--- src/rtl/if_fetch_queue_pkg.sv ---
// Shared definitions for the TinyRISC-V instruction-fetch front end.
package if_fetch_queue_pkg;

   localparam int unsigned XLEN        = 32;
   localparam int unsigned IMEM_RESP_W = 32;

   localparam logic [XLEN-1:0] INST_NOP         = 32'h0000_0013;
   localparam logic [XLEN-1:0] DEFAULT_RESET_PC = 32'h0000_0000;

   // One instruction-queue entry as presented to decode
   typedef struct packed {
      logic [XLEN-1:0]        pc;
      logic [IMEM_RESP_W-1:0] inst;
   } fetch_entry_t;

   function automatic logic [XLEN-1:0] word_align(input logic [XLEN-1:0] addr);
      return {addr[XLEN-1:2], 2'b00};
   endfunction

endpackage

--- src/rtl/if_fetch_queue_sync_fifo.sv ---
// Synchronous queue with push/pop/flush; head is read straight from the entry registers.
module if_fetch_queue_sync_fifo #(
   parameter int unsigned      WIDTH     = 32,
   parameter int unsigned      DEPTH     = 4,
   parameter logic [WIDTH-1:0] RESET_VAL = '0
) (
   input  logic                       clk,
   input  logic                       rst,
   input  logic                       push,
   input  logic [WIDTH-1:0]           wdata,
   input  logic                       pop,
   input  logic                       flush,
   output logic [WIDTH-1:0]           rdata,
   output logic [$clog2(DEPTH+1)-1:0] count,
   output logic                       empty,
   output logic                       full
);

   localparam int unsigned AW = (DEPTH > 1) ? $clog2(DEPTH) : 1;
   localparam int unsigned CW = $clog2(DEPTH + 1);

   logic [WIDTH-1:0] mem [DEPTH];
   logic [AW-1:0]    rd_ptr;
   logic [AW-1:0]    wr_ptr;
   logic             do_push;
   logic             do_pop;

   assign empty   = (count == '0);
   assign full    = (count == CW'(DEPTH));
   assign do_pop  = pop && !empty;
   assign do_push = push && !full;
   assign rdata   = mem[rd_ptr];

   // Pointer wrap also covers non power-of-two depths
   function automatic logic [AW-1:0] ptr_inc(input logic [AW-1:0] p);
      return (p == AW'(DEPTH - 1)) ? '0 : p + AW'(1);
   endfunction

   always_ff @(posedge clk or posedge rst) begin
      if (rst) begin
         rd_ptr <= '0;
         wr_ptr <= '0;
         count  <= '0;
      end else if (flush) begin
         rd_ptr <= '0;
         wr_ptr <= '0;
         count  <= '0;
      end else begin
         if (do_push) wr_ptr <= ptr_inc(wr_ptr);
         if (do_pop)  rd_ptr <= ptr_inc(rd_ptr);
         count <= count + CW'(do_push) - CW'(do_pop);
      end
   end

   always_ff @(posedge clk or posedge rst) begin
      if (rst) begin
         for (int unsigned i = 0; i < DEPTH; i++) mem[i] <= RESET_VAL;
      end else if (do_push && !flush) begin
         mem[wr_ptr] <= wdata;
      end
   end

endmodule

--- src/rtl/if_fetch_queue.sv ---
// Instruction-fetch front end: sequential PC generation, imem req/gnt/rvalid, instruction queue to ID.
// Optional FETCH_PERF_EN adds fetch/bubble performance counters.
module if_fetch_queue
   import if_fetch_queue_pkg::*;
#(
   parameter int unsigned     DEPTH           = 4,
   parameter int unsigned     MAX_OUTSTANDING = 2,
   parameter logic [XLEN-1:0] RESET_PC        = DEFAULT_RESET_PC
) (
   input  logic                   clk,
   input  logic                   rst,
   output logic                   imem_req_o,
   output logic [XLEN-1:0]        imem_addr_o,
   input  logic                   imem_gnt_i,
   input  logic                   imem_rvalid_i,
   input  logic [IMEM_RESP_W-1:0] imem_rdata_i,
   input  logic                   redirect_i,
   input  logic [XLEN-1:0]        redirect_pc_i,
   output logic                   id_valid_o,
   output logic [IMEM_RESP_W-1:0] id_inst_o,
   output logic [XLEN-1:0]        id_pc_o,
   input  logic                   id_ready_i
`ifdef FETCH_PERF_EN
   ,
   output logic [31:0]            perf_fetch_cnt_o,
   output logic [31:0]            perf_bubble_cnt_o
`endif
);

   localparam int unsigned CNT_W  = $clog2(DEPTH + 1);
   localparam int unsigned OUT_W  = $clog2(MAX_OUTSTANDING + 1);
   localparam int unsigned SUM_W  = CNT_W + 1;
   localparam int unsigned DROP_W = 8;

   logic [XLEN-1:0]   fetch_pc;
   logic [OUT_W-1:0]  outstanding;
   logic [DROP_W-1:0] drop_cnt;

   logic              grant;
   logic              resp_drop;
   logic              resp_accept;
   logic              inst_push;
   logic              inst_pop;
   logic [CNT_W-1:0]  inst_count;
   logic              inst_empty;
   logic              inst_full;
   fetch_entry_t      inst_wdata;
   fetch_entry_t      inst_head;
   logic [XLEN-1:0]   tag_head;
   logic [OUT_W-1:0]  tag_count;
   logic              tag_empty;
   logic              tag_full;

   // Credit covers queued plus in-flight entries so a response always finds room
   assign imem_req_o  = !rst && !redirect_i
                        && ((SUM_W'(inst_count) + SUM_W'(outstanding)) < SUM_W'(DEPTH))
                        && (outstanding < OUT_W'(MAX_OUTSTANDING));
   assign imem_addr_o = fetch_pc;
   assign grant       = imem_req_o && imem_gnt_i;

   // Responses owed to a flushed fetch stream are consumed by drop_cnt first
   assign resp_drop   = imem_rvalid_i && (drop_cnt != '0);
   assign resp_accept = imem_rvalid_i && (drop_cnt == '0) && (outstanding != '0);
   assign inst_push   = resp_accept && !redirect_i;

   assign id_valid_o  = !inst_empty && !redirect_i;
   assign inst_pop    = id_valid_o && id_ready_i;
   assign id_inst_o   = inst_head.inst;
   assign id_pc_o     = inst_head.pc;
   assign inst_wdata  = '{pc: tag_head, inst: imem_rdata_i};

   always_ff @(posedge clk or posedge rst) begin
      if (rst) begin
         fetch_pc    <= RESET_PC;
         outstanding <= '0;
         drop_cnt    <= '0;
      end else if (redirect_i) begin
         fetch_pc    <= word_align(redirect_pc_i);
         outstanding <= '0;
         drop_cnt    <= drop_cnt + DROP_W'(outstanding) - DROP_W'(resp_drop || resp_accept);
      end else begin
         if (grant) fetch_pc <= fetch_pc + 32'd4;
         outstanding <= outstanding + OUT_W'(grant) - OUT_W'(resp_accept);
         if (resp_drop) drop_cnt <= drop_cnt - DROP_W'(1);
      end
   end

   if_fetch_queue_sync_fifo #(
      .WIDTH     (XLEN),
      .DEPTH     (MAX_OUTSTANDING),
      .RESET_VAL ('0)
   ) u_tag_fifo (
      .clk   (clk),
      .rst   (rst),
      .push  (grant),
      .wdata (fetch_pc),
      .pop   (resp_accept),
      .flush (redirect_i),
      .rdata (tag_head),
      .count (tag_count),
      .empty (tag_empty),
      .full  (tag_full)
   );

   if_fetch_queue_sync_fifo #(
      .WIDTH     ($bits(fetch_entry_t)),
      .DEPTH     (DEPTH),
      .RESET_VAL (fetch_entry_t'{pc: '0, inst: INST_NOP})
   ) u_inst_fifo (
      .clk   (clk),
      .rst   (rst),
      .push  (inst_push),
      .wdata (inst_wdata),
      .pop   (inst_pop),
      .flush (redirect_i),
      .rdata (inst_head),
      .count (inst_count),
      .empty (inst_empty),
      .full  (inst_full)
   );

`ifdef FETCH_PERF_EN
   // Instructions handed to ID, and cycles ID wanted one but none was offered
   always_ff @(posedge clk or posedge rst) begin
      if (rst) begin
         perf_fetch_cnt_o  <= '0;
         perf_bubble_cnt_o <= '0;
      end else begin
         if (inst_pop)                 perf_fetch_cnt_o  <= perf_fetch_cnt_o + 32'd1;
         if (id_ready_i && !id_valid_o) perf_bubble_cnt_o <= perf_bubble_cnt_o + 32'd1;
      end
   end
`else
   // Performance counters are compiled out of this build.
`endif

   a_no_stray_resp: assert property (@(posedge clk) disable iff (rst)
      !(imem_rvalid_i && (outstanding == '0) && (drop_cnt == '0)));
   a_tag_tracks_credit: assert property (@(posedge clk) disable iff (rst)
      (tag_count == outstanding) && !(resp_accept && tag_empty) && !(grant && tag_full));
   a_inst_no_overflow: assert property (@(posedge clk) disable iff (rst)
      !(inst_push && inst_full));

endmodule

--- config.mk ---
export PLATFORM = sky130hd
export DESIGN_NAME = if_fetch_queue
export DESIGN_NICKNAME = d
export VERILOG_FILES = /design/src/rtl/if_fetch_queue_pkg.sv /design/src/rtl/if_fetch_queue_sync_fifo.sv /design/src/rtl/if_fetch_queue.sv
export SDC_FILE = /design/constraint.sdc
export NUM_CORES = 1
export LEC_CHECK = 0
export CAP_MARGIN = 20
export CORE_ASPECT_RATIO = 0.75
export CORE_MARGIN = 3
export CORE_UTILIZATION = 33
export CTS_BUF_LIST = sky130_fd_sc_hd__clkbuf_8
export DETAILED_ROUTE_END_ITERATION = 10
export GPL_TIMING_DRIVEN = 1
export SLEW_MARGIN = 20
export SYNTH_ARGS = -nofsm -noshare
export SYNTH_HDL_FRONTEND = slang
export SYNTH_SLANG_ARGS = --single-unit
--- constraint.sdc ---
create_clock -name clk -period 12.4 [get_ports clk]
set_input_delay 2.48 -clock clk [delete_from_list [all_inputs] [get_ports clk]]
set_output_delay 2.48 -clock clk [all_outputs]
set_load 0.01 [all_outputs]
==> flow_metrics.env, run 1 <==
export IMPL_status="completed"
export IMPL_grt_pass1_wl_mm=65.2
export IMPL_synth_xor_area_share_pct=1.13
export IMPL_setup_violations=0
export IMPL_fin_crit_sh_pct=52.2
export IMPL_clk_latency_ps=630
export IMPL_p_total_w=0.00298
export IMPL_grt_overflow_total=0
export IMPL_diodes=0
export IMPL_grt_pass1_vias=11400
export IMPL_drt_iter0_markers=638
export IMPL_cts_max_path_buffers=3
export IMPL_max_slew_margin_pct=25.1
export IMPL_die_h_um=203
export IMPL_ys_top_cells_by_area="dfrtp_1, mux2_4, mux4_2"
export IMPL_area_delta_synth_final_pct=18.2
export IMPL_initial_core_util_pct=33.7
export IMPL_drv_slew=0
export IMPL_fp_dieW_um=269
export IMPL_pre_cts_slack_ps=5930
export IMPL_port_buffers=161
export IMPL_synth_common_cells="dfrtp_1, nand2_1, o21ai_0"
export IMPL_yosysUniqueCellTypes=55
export IMPL_fin_skew_ps=48.6
export IMPL_hold_start="u_inst_fifo.mem[174]$_DFFE_PP0P_"
export IMPL_clock_sinks=359
export IMPL_fin_ws_ps=5920
export IMPL_min_path_type="reg2reg"
export IMPL_avgSynthCellArea_um2=13.2
export IMPL_synth_compound_area_share_pct=7.03
export IMPL_cts_resized_gates=0
export IMPL_layout_drive_gt1_share_pct=22.5
export IMPL_synth_ff_type="dfrtp_1"
export IMPL_grtUsageTotal_pct=15.1
export IMPL_synth_cells=1296
export IMPL_ys_warn_count=0
export IMPL_synth_top_family_by_area="multiplexers"
export IMPL_critPathLaunchType="primary input"
export IMPL_crit_fanout=62
export IMPL_powerDensity_mw_per_mm2=147
export IMPL_ys_seq_area_share_pct=52.6
export IMPL_routed_via_count=10800
export IMPL_reg2reg_depth=7
export IMPL_avgViaCountPerCell=4.92
export IMPL_worstReg2RegStart="u_inst_fifo.count[1]$_DFF_PP0_"
export IMPL_grt_max_degree=165
export IMPL_wire_per_inst_um=18.5
export IMPL_regToRegEndpoint="u_tag_fifo.mem[35]$_DFFE_PP0P_"
export IMPL_yosysMostFrequentCell="dfrtp_1"
export IMPL_crit_arrival_ps=4000
export IMPL_die_area_mm2=0.0546
export IMPL_num_io_pins=168
export IMPL_dp_hpwl_mm=25.3
export IMPL_fin_nets=1551
export IMPL_crit_path_end_kind="output port"
export IMPL_rows=71
export IMPL_clkTransAtPathRegs_ps=50
export IMPL_synth_mux_area_share_pct=25.5
export IMPL_synth_area_leader_cell="dfrtp_1"
export IMPL_final_hold_viol_count=0
export IMPL_hold_path_end="u_inst_fifo.mem[174]$_DFFE_PP0P_"
export IMPL_netlist_area_mm2=0.0171
export IMPL_antenna_left=0
export IMPL_gpl_final_weighted_congestion=0.775
export IMPL_yosysTopAreaCellShare_pct=50.8
export IMPL_synth_edf_count=0
export IMPL_r2r_setup_slack_ps=8840
export IMPL_max_freq_mhz=154
export IMPL_root_buffer="clkbuf_8"
export IMPL_fin_tns_setup_ps=0
export IMPL_drt_total_wl_mm=40.5
export IMPL_cts_tree="yes"
export IMPL_synth_seq_cells=359
export IMPL_postCtsSetupBuffers=0
export IMPL_post_synth_and_or_nand_nor_area_fraction_pct=6.87
export IMPL_maxCapViolations=0
export IMPL_drc_errors=0
export IMPL_synth_fa_ha_area_share_pct=2.43
export IMPL_cts_max_level=2
export IMPL_rsz0062_at_grt="false"
export IMPL_vdd_drop_max_v=0.000110
export IMPL_antenna_found_initial=0
export IMPL_synthArstFlopShare_pct=100
export IMPL_holdPathStages=2
export IMPL_fin_crit_ps=6480
export IMPL_coreArea_mm2=0.0507
export IMPL_cts_hold_buf=0
export IMPL_leakage_nw=9.28
export IMPL_path_class="in2out"
export IMPL_drtPass1Iterations=5
export IMPL_numCtsBuffers=58
export IMPL_worst_slew_pin_slew_ps=1120
export IMPL_crit_required_ps=9920
==> kinds of logic (layout without fill, tap and decap cells) <==
| logic type | count (synthesis) | count (layout) |
|---|---|---|
| other | 1 | 4 |
| adder cells (fa/ha/maj) | 32 | 32 |
| multiplexers | 289 | 289 |
| AND/OR/NAND/NOR | 266 | 266 |
| AO/OA/AOI/OAI | 205 | 205 |
| XOR/XNOR | 22 | 22 |
| buffers and inverters | 122 | 317 |
| flip-flops | 359 | 359 |
==> report_power, final <==
group	total (W)	internal [W]	switching [W]	leakage (nW)
clock network	0.000980	0.000508	0.000472	0.678
logic	0.000609	0.000284	0.000325	3.78
registers	0.00139	0.00129	0.000105	4.82
total	0.00298	0.00208	0.000902	9.28
==> worst max-delay path, cell delays in order <==
cell and delay (ps):
buf_2 90, buf_4 320, nor4_2 340, and3_1 210, clkdlybuf4s50_1 540
==> state kept, by name (all words and copies together), names as in the netlist, 3 cells and up <==
register	flops
u_inst_fifo.mem	248
u_tag_fifo.mem	60
imem_addr_o	30
drop_cnt	8
u_inst_fifo.count	3
==> metal layers <==
layer / up-vias / track usage (%) / share of wire, %
li1: 4931 / - / -
met1: 5481 / 22.1 / 49
met2: 292 / 22.5 / 43
met3: 51 / 3.80 / 6.7
met4: 0 / 3.48 / 1.6
met5: - / 0 / 0
==> cell usage in the layout, fill, tap and decap left out, types with 8 or more instances in the layout <==
master,netlist,routed
inv_1,37,66
clkdlybuf4s50_1,0,160
mux2_4,120,120
dfstp_2,12,12
nand4_1,13,13
mux2_2,38,38
buf_4,5,10
nor2_1,28,28
o311ai_0,9,9
a21oi_1,13,13
mux2i_1,38,38
dfrtp_1,347,345
nor3_1,8,8
o21ai_0,143,143
nand3_1,15,15
nand2_1,170,170
clkbuf_8,0,70
o211ai_1,13,13
mux4_2,62,62
xnor2_1,17,17
ha_1,30,30
mux2_1,31,31
==> stage by stage <==
step	hold WS, ps	cells	cell area, um2	util [%]
2_1_floorplan	445	1299	17100	-
3_3_place_gp	455	2082	19100	37.7
3_5_place_dp	468	2082	19100	37.7
4_1_cts	481	2187	20200	39.9
5_1_grt	494	2187	20200	39.9
6_report	475	2187	20200	39.9
==> final cells by class <==
cell class	instances	area, um2
fillers	4745	30500
clock inverters	35	154
clock buffers	70	963
repair buffers	173	1710
flip-flops and latches	359	9000
well taps	693	867
inverters	39	150
multi-input cells	818	7380
==> worst max-delay path by stage <==
stage               startpoint                 endpoint  slack (ps)  cells after the start
floorplan                  rst  drop_cnt[0]$_DFFE_PP0P_        5120                      1
global placement    redirect_i               imem_req_o        5920                      5
detailed placement  redirect_i               imem_req_o        5930                      5
CTS                 redirect_i               imem_req_o        5910                      5
global route        redirect_i               imem_req_o        5820                      5
finish              redirect_i               imem_req_o        5920                      5
(Power assumes the default switching activity.)
==> run 2, diff against run 1 <==
clock period = 6.6 ns   (was 12.4 ns; I/O delays follow)
==> run 2 against run 1 <==
Worst setup slack worse by 3900 ps. Global-route usage is 0.062 points lower. Clock-buffer cell count up 6. Critical path depth decreased by 2. Utilization up 0.22 points. Worst hold slack gained 1.9 ps. Non-clock buffer count up 2. Flip-flop and latch count is the same. Via count hardly changed. Highest routed layer unchanged.
==> flow_metrics.env, run 2 (synthesis results as in run 1) <==
export IMPL_pre_cts_slack_ps=1870
export IMPL_drtPass1Iterations=5
export IMPL_n_fill_cell=4811
export IMPL_mostFrequentLayoutCell="dfrtp_1"
export IMPL_max_freq_mhz=220
export IMPL_root_buffer="clkbuf_8"
export IMPL_dp_hpwl_mm=26.0
export IMPL_crit_cells=3
export IMPL_maxCapViolations=0
export IMPL_fin_crit_sh_pct=68.9
export IMPL_r2r_setup_slack_ps=2950
export IMPL_path_cells="buf_4 > mux4_2 > clkdlybuf4s50_1"
export IMPL_layout_drive_gt1_share_pct=23.3
export IMPL_num_io_pins=168
export IMPL_port_buffers=161
export IMPL_cts_tree="yes"
export IMPL_critPathLaunchType="flop"
export IMPL_min_path_type="reg2reg"
export IMPL_largest_reg_flops=248
export IMPL_drt_total_wl_mm=40.6
export IMPL_avgViaCountPerCell=4.91
export IMPL_status="completed"
export IMPL_grt_pass1_wl_mm=64.9
export IMPL_setup_violations=0
export IMPL_final_hold_viol_count=0
export IMPL_worst_slew_pin_slew_ps=980
export IMPL_gpl_final_weighted_congestion=0.767
export IMPL_grt_pass1_vias=11100
export IMPL_crit_arrival_ps=3230
export IMPL_max_slew_margin_pct=34.7
export IMPL_clk_latency_ps=620
export IMPL_crit_end="id_pc_o[15]"
export IMPL_drt_iter0_markers=684
export IMPL_grt_overflow_total=0
export IMPL_critPathMaxStageDelay_ps=920
export IMPL_cts_max_path_buffers=3
export IMPL_rsz0062_at_grt="false"
export IMPL_initial_core_util_pct=33.7
export IMPL_fin_crit_ps=4550
export IMPL_path_buf_inv=2
export IMPL_area_delta_synth_final_pct=18.9
export IMPL_antenna_found_initial=1
export IMPL_cts_resized_gates=0
export IMPL_wire_per_inst_um=18.6
export IMPL_die_area_mm2=0.0546
export IMPL_final_util_pct=40.1
export IMPL_cts_hold_buf=0
export IMPL_die_h_um=203
export IMPL_vdd_drop_max_v=0.000209
export IMPL_leakage_nw=9.31
export IMPL_slowest_stage="dfrtp_2"
export IMPL_grtUsageTotal_pct=15.0
export IMPL_fin_nets=1552
export IMPL_cts_max_level=2
export IMPL_antenna_left=0
export IMPL_fin_hold_ws_ps=477
export IMPL_routed_via_count=10800
export IMPL_coreArea_mm2=0.0507
export IMPL_worstReg2RegStart="drop_cnt[5]$_DFFE_PP0P_"
export IMPL_crit_required_ps=5280
export IMPL_fp_dieW_um=269
export IMPL_path_class="reg2out"
export IMPL_regMostFlops="u_inst_fifo.mem"
export IMPL_numCtsBuffers=57
export IMPL_clkTransAtPathRegs_ps=60
export IMPL_fin_ws_ps=2050
export IMPL_fin_skew_ps=29.7
export IMPL_layout_common_cells="dfrtp_1, nand2_1, clkdlybuf4s50_1"
export IMPL_fin_tns_setup_ps=0
export IMPL_regToRegEndpoint="u_inst_fifo.mem[147]$_DFFE_PP0P_"
export IMPL_crit_path_end_kind="output port"
export IMPL_startpoint="u_inst_fifo.rd_ptr[1]$_DFFE_PP0P_"
export IMPL_critPathTopFamily="buffers and inverters"
export IMPL_grt_max_degree=172
export IMPL_drv_slew=0
export IMPL_clock_sinks=359
export IMPL_rows=71
export IMPL_powerDensity_mw_per_mm2=282
export IMPL_postCtsSetupBuffers=0
export IMPL_crit_fanout=37
export IMPL_reg2reg_depth=7
export IMPL_drc_errors=0
-- run 2: report_power, final --
part	switching, W	total [W]	internal (W)	leakage, nW
Sequential	0.000205	0.00262	0.00242	4.82
Combinational	0.000606	0.00114	0.000537	3.79
Clock	0.000901	0.00197	0.00106	0.692
Total	0.00171	0.00573	0.00402	9.31
-- run 2: layer usage --
| metal | wire length [um] | up-vias | share of wire (%) | GRT usage, % |
|---|---|---|---|---|
| met4 | 554 | 0 | 1.4 | 3.31 |
| li1 | - | 4950 | - | - |
| met1 | 20400 | 5457 | 50 | 22.9 |
| met2 | 17100 | 288 | 42 | 21.5 |
| met5 | 0 | - | 0 | 0 |
| met3 | 2550 | 56 | 6.3 | 3.73 |
-- run 2: worst min-delay path, stage by stage, from the launching register on --
cell and delay (ps):
dfrtp_1 330, nand2_1 50, o21ai_0 60
-- run 2: metrics by stage --
stage	cells	instance area (um2)	total power, W
after floorplan	1299	17100	0.00342
after global placement	2084	19100	0.00378
after detailed placement	2084	19100	0.00381
after CTS	2188	20300	0.00582
after global routing	2189	20300	0.00609
final	2189	20300	0.00573
-- run 2: worst min-delay path by stage --
stage,from,to,cells after the start
final,u_inst_fifo.mem[107]$_DFFE_PP0P_,u_inst_fifo.mem[107]$_DFFE_PP0P_,2
after global routing,u_tag_fifo.mem[60]$_DFFE_PP0P_,u_tag_fifo.mem[60]$_DFFE_PP0P_,1
after CTS,u_inst_fifo.mem[112]$_DFFE_PP0P_,u_inst_fifo.mem[112]$_DFFE_PP0P_,2
after detailed placement,u_inst_fifo.mem[45]$_DFFE_PP0P_,u_inst_fifo.mem[45]$_DFFE_PP0P_,2
after global placement,u_inst_fifo.mem[236]$_DFFE_PP0P_,u_inst_fifo.mem[236]$_DFFE_PP0P_,2
after floorplan,u_inst_fifo.mem[100]$_DFFE_PP0P_,u_inst_fifo.mem[100]$_DFFE_PP0P_,2
-- run 2: layout make-up --
type | count | area, um2 | area share (%)
flip-flops and latches | 359 | 9000 | 44.3
multi-input cells | 818 | 7380 | 36.3
repair buffers | 175 | 1740 | 8.54
clock buffers | 76 | 1050 | 5.14
well taps | 693 | 867 | 4.26
clock inverters | 28 | 155 | 0.763
inverters | 39 | 150 | 0.738
diodes | 1 | 2.50 | 0.0123
==> run 3, diff against run 2 <==
clock period = 3.9 ns   (was 6.6 ns; I/O delays follow)
==> run 3 against run 2 <==
Register-to-register slack got worse by 2300 ps. Via count increased by 0.33%. Final cell count increased by 0.73%. Sequential share of layout area decreased by 0.30 points. Combinational power increased by 74%. Cell area increased by 0.68%. Clock-buffer cell count decreased by 8. Power increased by 65%. First-iteration DRC count decreased by 17%.
==> flow_metrics.env, run 3 (synthesis results as in run 1) <==
export IMPL_reg2reg_depth=15
export IMPL_fin_hold_ws_ps=476
export IMPL_cts_max_path_buffers=3
export IMPL_die_h_um=203
export IMPL_grt_pass1_vias=11300
export IMPL_regMostFlops="u_inst_fifo.mem"
export IMPL_largest_reg_flops=248
export IMPL_grt_max_degree=100
export IMPL_clk_latency_ps=630
export IMPL_diodes=0
export IMPL_worst_slew_pin_slew_ps=774
export IMPL_rsz0062_at_grt="false"
export IMPL_leakage_nw=9.41
export IMPL_max_freq_mhz=278
export IMPL_crit_arrival_ps=2810
export IMPL_port_buffers=161
export IMPL_routed_via_count=10800
export IMPL_dp_hpwl_mm=26.8
export IMPL_p_total_w=0.00947
export IMPL_startpoint="u_inst_fifo.rd_ptr[0]$_DFFE_PP0P_"
export IMPL_layout_common_cells="dfrtp_1, nand2_1, clkdlybuf4s50_1"
export IMPL_cts_hold_buf=0
export IMPL_fin_crit_ps=3590
export IMPL_critPathMaxStageDelay_ps=680
export IMPL_num_io_pins=168
export IMPL_fin_crit_sh_pct=92.2
export IMPL_crit_cells=3
export IMPL_vdd_drop_max_v=0.000315
export IMPL_grt_pass1_wl_mm=65.2
export IMPL_drv_slew=0
export IMPL_regToRegEndpoint="drop_cnt[6]$_DFFE_PP0P_"
export IMPL_fin_nets=1572
export IMPL_gpl_final_weighted_congestion=0.783
export IMPL_path_class="reg2out"
export IMPL_clkTransAtPathRegs_ps=60
export IMPL_die_area_mm2=0.0546
export IMPL_min_path_type="reg2reg"
export IMPL_critPathTopFamily="buffers and inverters"
export IMPL_critPathLaunchType="flop"
export IMPL_n_fill_cell=4822
export IMPL_root_buffer="clkbuf_8"
export IMPL_crit_fanout=18
export IMPL_fin_skew_ps=44.5
export IMPL_cts_resized_gates=0
export IMPL_rows=71
export IMPL_slowest_stage="dfrtp_4"
export IMPL_fin_ws_ps=305
export IMPL_max_slew_margin_pct=48.2
export IMPL_fp_dieW_um=269
export IMPL_cts_max_level=2
export IMPL_drtPass1Iterations=5
export IMPL_r2r_setup_slack_ps=660
export IMPL_grt_overflow_total=0
export IMPL_antenna_left=0
export IMPL_drt_total_wl_mm=40.5
export IMPL_crit_path_end_kind="output port"
export IMPL_maxCapViolations=0
export IMPL_avgViaCountPerCell=4.89
export IMPL_path_buf_inv=2
export IMPL_initial_core_util_pct=33.7
export IMPL_drc_errors=0
export IMPL_path_cells="buf_4 > mux4_2 > clkdlybuf4s50_1"
export IMPL_worstReg2RegStart="drop_cnt[5]$_DFFE_PP0P_"
export IMPL_area_delta_synth_final_pct=19.7
export IMPL_setup_violations=0
export IMPL_crit_end="id_inst_o[31]"
export IMPL_coreArea_mm2=0.0507
export IMPL_layout_drive_gt1_share_pct=23.7
export IMPL_mostFrequentLayoutCell="dfrtp_1"
export IMPL_drt_iter0_markers=566
export IMPL_postCtsSetupBuffers=0
export IMPL_clock_sinks=359
export IMPL_antenna_found_initial=0
export IMPL_numCtsBuffers=58
export IMPL_cts_tree="yes"
export IMPL_grtUsageTotal_pct=15.0
export IMPL_wire_per_inst_um=18.4
export IMPL_crit_required_ps=3120
export IMPL_status="completed"
export IMPL_powerDensity_mw_per_mm2=463
export IMPL_final_hold_viol_count=0
export IMPL_pre_cts_slack_ps=179
run 3: cell count changes in the layout (fill, tap and decap cells not counted):
cell,delta
buf_12,+9
buf_4,+10
bufinv_16,-1
clkbuf_8,-8
clkinv_2,-1
clkinv_8,-1
diode_2,-1
inv_1,+7
inv_6,+1
inv_8,+1
run 3: layout make-up:
cell class	instances	area (um2)	area share (%)
flip-flops and latches	359	9000	44.0
clock inverters	34	150	0.733
clock buffers	68	936	4.57
well taps	693	867	4.23
multi-input cells	818	7380	36.0
inverters	39	150	0.733
repair buffers	194	1990	9.73
run 3: worst min path at each step:
stage	slack [ps]	cells after the start	end	startpoint
after global routing	500	2	u_inst_fifo.mem[117]$_DFFE_PP0P_	u_inst_fifo.mem[117]$_DFFE_PP0P_
after floorplan	440	2	u_inst_fifo.mem[100]$_DFFE_PP0P_	u_inst_fifo.mem[100]$_DFFE_PP0P_
after global placement	460	2	u_inst_fifo.mem[34]$_DFFE_PP0P_	u_inst_fifo.mem[34]$_DFFE_PP0P_
after CTS	480	2	u_inst_fifo.mem[114]$_DFFE_PP0P_	u_inst_fifo.mem[114]$_DFFE_PP0P_
final	480	2	u_inst_fifo.mem[107]$_DFFE_PP0P_	u_inst_fifo.mem[107]$_DFFE_PP0P_
after detailed placement	470	2	u_inst_fifo.mem[114]$_DFFE_PP0P_	u_inst_fifo.mem[114]$_DFFE_PP0P_
run 3: per-layer routing:
| layer | track usage, % | share of wire [%] | vias to the layer above |
|---|---|---|---|
| li1 | - | - | 4972 |
| met1 | 22.5 | 50 | 5479 |
| met2 | 21.9 | 42 | 284 |
| met3 | 3.65 | 6.0 | 51 |
| met4 | 3.64 | 1.7 | 0 |
| met5 | 0 | 0 | - |
run 3: where the power goes:
part | internal (W) | switching [W] | total, W
sequential | 0.00409 | 0.000315 | 0.00441
combinational | 0.000935 | 0.00105 | 0.00198
clock | 0.00158 | 0.00151 | 0.00308
run 3: stage by stage:
step,instance area (um2),util [%],TNS [ps],cells
after floorplan,17100,-,-588290,1299
after global placement,19400,38.2,0,2103
after detailed placement,19400,38.2,0,2103
after CTS,20500,40.4,0,2205
after global routing,20500,40.4,0,2205
final,20500,40.4,0,2205
run 3: worst register-to-register path: stages, from the launching register on:
cell	delay (ps)
dfrtp_1	410
inv_1	150
ha_1	240
nand4_4	160
nand2_1	120
nand2_1	70
ha_1	290
inv_1	60
ha_1	180
inv_1	60
fa_1	370
nand2b_1	190
a221oi_1	330
mux2i_1	270
o21a_1	160
a21oi_1	40
